[src/rtl/pointer_stream_scheduler.sv]
`default_nettype none
// ============================================================================
// Module   : pointer_stream_scheduler
// Purpose  : Round-robin share of one pointer-read command channel plus input
//            stream among NUM_REQ requesters.
// Revision : 1.0 - initial release
// ============================================================================
module pointer_stream_scheduler #(
    parameter int NUM_REQ     = 4,
    parameter int LOG_NUM_REQ = 2,
    parameter int W_D         = 32,
    parameter int W_COMM_D    = 32
) (
    input  logic                   CLK,
    input  logic                   RST,
    input  logic [NUM_REQ-1:0]     req,
    input  logic [NUM_REQ*W_D-1:0] req_size,
    output logic [NUM_REQ-1:0]     gnt,
    output logic                   out_valid,
    output logic [W_D-1:0]         out_data,
    output logic                   out_last,
    output logic                   done,
    output logic [W_D-1:0]         done_ptr,
    output logic [31:0]            done_cycles,
    output logic [W_COMM_D-1:0]    comm_d,
    output logic                   comm_enq,
    input  logic                   comm_full,
    input  logic [W_D-1:0]         mem_q,
    output logic                   mem_deq,
    input  logic                   mem_empty
);

    typedef enum logic [2:0] {
        S_IDLE      = 3'd0,
        S_SEND_ID   = 3'd1,
        S_SEND_SIZE = 3'd2,
        S_STREAM    = 3'd3,
        S_FLUSH     = 3'd4,
        S_SEND_PTR  = 3'd5,
        S_DONE      = 3'd6
    } state_t;

    state_t                  r_state;
    state_t                  w_next;
    logic [LOG_NUM_REQ-1:0]  r_rr_ptr;
    logic [LOG_NUM_REQ-1:0]  r_id;
    logic [W_D-1:0]          r_size;
    logic [W_D-1:0]          r_issued;
    logic [W_D-1:0]          r_received;
    logic [W_D-1:0]          r_ptr;
    logic [31:0]             r_cycles;
    logic                    r_d_deq;
    logic                    r_last;
    logic                    w_found;
    logic [LOG_NUM_REQ-1:0]  w_idx;
    logic [LOG_NUM_REQ-1:0]  w_gnt_id;
    logic [W_D-1:0]          w_size_sel;
    logic                    w_enq;
    logic [W_COMM_D-1:0]     w_enq_data;

    // First requesting index at or above rr_ptr, wrapping modulo NUM_REQ.
    always_comb begin
        w_found  = 1'b0;
        w_gnt_id = '0;
        w_idx    = '0;
        for (int k = 0; k < NUM_REQ; k++) begin
            w_idx = r_rr_ptr + LOG_NUM_REQ'(k);
            if (!w_found && req[w_idx]) begin
                w_found  = 1'b1;
                w_gnt_id = w_idx;
            end
        end
    end

    always_comb begin
        w_size_sel = '0;
        for (int i = 0; i < NUM_REQ; i++) begin
            if (w_gnt_id == LOG_NUM_REQ'(i)) begin
                w_size_sel = req_size[i*W_D +: W_D];
            end
        end
    end

    assign mem_deq   = (r_state == S_STREAM) && !mem_empty && (r_issued < r_size);
    assign out_valid = r_d_deq;
    // Stream data is only valid the cycle after a dequeue, so it is gated here.
    assign out_data  = r_d_deq ? mem_q : '0;
    assign out_last  = r_last;

    always_ff @(posedge CLK) begin
        if (RST) begin
            r_state <= S_IDLE;
        end else begin
            r_state <= w_next;
        end
    end

    always_comb begin
        w_next     = r_state;
        w_enq      = 1'b0;
        w_enq_data = '0;
        case (r_state)
            S_IDLE: begin
                if (w_found) begin
                    w_next = (w_size_sel == '0) ? S_DONE : S_SEND_ID;
                end
            end
            S_SEND_ID: begin
                if (!comm_full) begin
                    w_enq      = 1'b1;
                    w_enq_data = W_COMM_D'(r_id);
                    w_next     = S_SEND_SIZE;
                end
            end
            S_SEND_SIZE: begin
                if (!comm_full) begin
                    w_enq      = 1'b1;
                    w_enq_data = W_COMM_D'(r_size);
                    w_next     = S_STREAM;
                end
            end
            S_STREAM: begin
                if (r_issued == r_size) begin
                    w_next = S_FLUSH;
                end
            end
            S_FLUSH: w_next = S_SEND_PTR;
            S_SEND_PTR: begin
                if (!comm_full) begin
                    w_enq      = 1'b1;
                    w_enq_data = W_COMM_D'(r_ptr);
                    w_next     = S_DONE;
                end
            end
            S_DONE:  w_next = S_IDLE;
            default: w_next = S_IDLE;
        endcase
    end

    always_ff @(posedge CLK) begin
        if (RST) begin
            r_rr_ptr    <= '0;
            r_id        <= '0;
            r_size      <= '0;
            r_issued    <= '0;
            r_received  <= '0;
            r_ptr       <= '0;
            r_cycles    <= '0;
            r_d_deq     <= 1'b0;
            r_last      <= 1'b0;
            gnt         <= '0;
            done        <= 1'b0;
            done_ptr    <= '0;
            done_cycles <= '0;
            comm_d      <= '0;
            comm_enq    <= 1'b0;
        end else begin
            r_d_deq  <= mem_deq;
            r_last   <= mem_deq && (r_issued == r_size - W_D'(1));
            done     <= 1'b0;
            comm_enq <= w_enq;
            if (w_enq) begin
                comm_d <= w_enq_data;
            end
            if (r_state != S_IDLE) begin
                r_cycles <= r_cycles + 32'd1;
            end
            if (mem_deq) begin
                r_issued <= r_issued + W_D'(1);
            end
            if (r_d_deq) begin
                r_received <= r_received + W_D'(1);
                if (r_received == '0) begin
                    r_ptr <= mem_q;
                end
            end
            case (r_state)
                S_IDLE: begin
                    if (w_found) begin
                        r_id       <= w_gnt_id;
                        r_size     <= w_size_sel;
                        gnt        <= NUM_REQ'(1) << w_gnt_id;
                        r_cycles   <= '0;
                        r_issued   <= '0;
                        r_received <= '0;
                        r_ptr      <= '0;
                    end
                end
                S_DONE: begin
                    done        <= 1'b1;
                    done_ptr    <= r_ptr;
                    done_cycles <= r_cycles + 32'd1;
                    gnt         <= '0;
                    r_rr_ptr    <= r_id + LOG_NUM_REQ'(1);
                end
                default: ;
            endcase
        end
    end

endmodule
`default_nettype wire

[config.mk]
export PLATFORM = sky130hd
export DESIGN_NAME = pointer_stream_scheduler
export DESIGN_NICKNAME = d
export VERILOG_FILES = /design/src/rtl/pointer_stream_scheduler.sv
export SDC_FILE = /design/constraint.sdc
export NUM_CORES = 1
export LEC_CHECK = 0
export ABC_CLOCK_PERIOD_IN_PS = 4300
export CORE_MARGIN = 1.5
export CORE_UTILIZATION = 52
export DETAILED_ROUTE_END_ITERATION = 10
export PLACE_DENSITY = 0.86
export SLEW_MARGIN = 40
export SYNTH_ARGS = -nofsm -noshare
export SYNTH_HDL_FRONTEND = slang
export SYNTH_SLANG_ARGS = --single-unit
[constraint.sdc]
create_clock -name CLK -period 4.3 [get_ports CLK]
set_clock_uncertainty 0.05 [all_clocks]
set_input_delay 1.075 -clock CLK [delete_from_list [all_inputs] [get_ports CLK]]
set_output_delay 1.075 -clock CLK [all_outputs]
set_load 0.01 [all_outputs]
==> out/metrics.cfg <==
[status]
status=complete, no violations

[finish]
layoutNonFillerInstCount=2559
nets=2366
multi_input_area_um2=8670
areaGrowthSynthToFinish_pct=31.9
regArea_um2=5430
num-fill-cells=2138
drive_above_1_share_pct=8.12

[critical_path]
cpMaxStageDelayCell=dfxtp_2
crit_path_frequent_cell=a21o_1
critical_path_class=flip-flop to output port
cp_cell_sequence=inv_1, ha_1, a21o_1, a21o_1, a2111oi_1, o31ai_1, nor3_2, dlymetal6s2s_1
worst_setup_path_end_kind=output port
path_max_fanout=7
slowest_delay_ns=0.43
crit_arrival_ns=2.77
startpoint_type=flip-flop
critPathRequiredTime_ns=3.17

[synth]
yosysTopAreaCell=dfxtp_1
yosysSeqAreaShare_pct=36.7
ys.flop_type=dfxtp_1
yosys-top-cells-area=dfxtp_1, nor2_1, nand2_1
synthDistinctLibCells=65
syn_nets=2089
synthCells=1884
ys_ff_latch=271
synth_top_area_share_pct=36.7
syn-cell-area_um2=14800
avgSynthCellArea_um2=7.85
synth_edf_count=0
async_reset_ff_share_pct=0
ys_warn_count=0

[sta]
min_period_ns=3.89
relSlewSlack_pct=42.5
finalMaxSlewViolations=0
setup_slack_ns=0.410
finalSetupTns_ns=0
period_share_pct=90.5
holdWs_ns=0.406
rsz0062_at_grt=no
fmaxAchievable_mhz=257
setup_violations=0
timing.final.hold_violations=0
tightest_slew_ns=0.860

[grt]
grt.total_usage_pct=34.6
grt_overflow_total=0
grt_start_max_net_pins=78
grt_antenna_before_repair=2
grt_pass1_wl_um=80200
grt_pass1_vias=14568

[route]
drtIter0Drc=1505
vias=15382
drtAntennaViolNets=0
dr.pass1.iters=5
wl_per_cell_um=20.2
vias_per_cell=6.01
route.detailed.drc=0
wl_um=51800

[floorplanning]
rows=61
fp.dieH_um=172
initial_core_util_pct=53.1
coreArea_um2=27900
fp.dieW_um=172
ios=305
dieArea_um2=29500

[placed_design]
dp.cells=2509
place_ws_ns=-0.0778
io_buffers=304
dpl.hpwl_um=38600
place_congestion=0.994

[cts]
cts_tree=done
cts_hold_buf=0
clock_path_buffers=3
clock_latency_ns=0.57
htreeDepth=1
clockRootBuffer=clkbuf_16
cts_sinks=271
cts_buffers=28
path_clk_slew_ns=0.07

[power_and_ir_drop]
powerDensity_nw_per_um2=338
totalPowerFinal_mw=6.60
ir_drop_v=0.000350
leakage_nw=7.03

[hold_path]
hp-class=flip-flop to flip-flop

[run]
maxCapViolations=0

cells in the mapped netlist (all sizes together), types with 39 or more instances:
cell,instances
a211oi,72
a21oi,125
a22oi,48
and2,48
and3,48
clkbuf,128
dfxtp,271
inv,43
nand2,222
nand3,84
nor2,243
nor4,39
o21ai,42
xnor2,54
xor2,67
power breakdown:
group	total (mW)	internal (mW)	switching [mW]	leakage (nW)
logic	1.42	0.624	0.794	4.37
registers	2.69	2.60	0.0923	2.20
clock network	2.49	1.47	1.03	0.465
total	6.60	4.69	1.91	7.03
cells by family after synthesis:
family                   count (synthesis)  share of synthesized area, %
AND/OR/NAND/NOR                        823                          26.8
buffers and inverters                  191                          5.08
AO/OA/AOI/OAI                          402                          18.5
multiplexers                            39                          2.66
adder cells (fa/ha/maj)                 37                          3.13
XOR/XNOR                               121                          7.16
flip-flops                             271                          36.7
critical path, delay by kind of cell, from the launching register on:
kind	cells	cell delay (ns)
AO/OA/AOI/OAI	4	0.89
adder cells (fa/ha/maj)	1	0.32
buffers and inverters	2	0.29
flip-flops	1	0.43
AND/OR/NAND/NOR	1	0.30
layer usage:
layer / track usage (%) / vias up / part of all wire [%]
li1: - / 7249 / -
met1: 42.8 / 7335 / 40
met2: 59.3 / 634 / 49
met3: 5.29 / 164 / 6.5
met4: 15.4 / 0 / 4.5
met5: 0 / - / 0
cell usage in the layout (no fill, tap or decap), types with 38 or more instances in the layout:
cell type / count
and3_1: 48
buf_4: 83
a211oi_1: 71
nand2_1: 221
nand4_1: 38
clkdlybuf4s50_1: 302
nor2_1: 239
nand3_1: 84
xnor2_1: 54
a21oi_1: 125
o21ai_0: 39
dfxtp_1: 268
and2_1: 47
a22oi_1: 48
inv_1: 43
xor2_1: 67
flip-flops by register name, indices dropped and copies added (netlist names):
register,count
comm_d,32
comm_enq,1
done,1
done_cycles,32
done_ptr,32
gnt,4
out_last,1
out_valid,1
r_cycles,32
r_id,2
r_issued,32
r_ptr,32
r_received,32
r_rr_ptr,2
r_size,32
r_state,3
final timing paths:
kind	startpoint	endpoint	slack [ns]	depth (start not counted)
hold reg to reg	done_ptr[6]	done_ptr[6]	0.41	2
setup reg to reg	r_size[29]	out_last	0.70	11
setup / recovery	r_size[29]	mem_deq	0.41	8
hold / removal	done_ptr[6]	done_ptr[6]	0.41	2
stage by stage:
step / util (%) / instance area, um2
2_1_floorplan: - / 14800
3_3_place_gp: 66.4 / 18500
3_5_place_dp: 66.6 / 18500
4_1_cts: 70.0 / 19500
5_1_grt: 70.1 / 19500
6_report: 70.1 / 19500
final cells by class:
class,count,area share [%]
Sequential cell,271,27.8
Antenna cell,2,0.0256
Tap cell,378,2.42
Clock inverter,10,0.808
Timing Repair Buffer,395,19.7
Clock buffer,38,4.04
Multi-Input combinational cell,1422,44.4
Inverter,43,0.827
repair_timing:
action | in CTS | in global routing
buffers inserted | 0 | 0
setup endpoints to repair | 1 | 1
resized for setup | 1 | 3
pin swaps | 0 | 1
(Power assumes the default switching activity.)
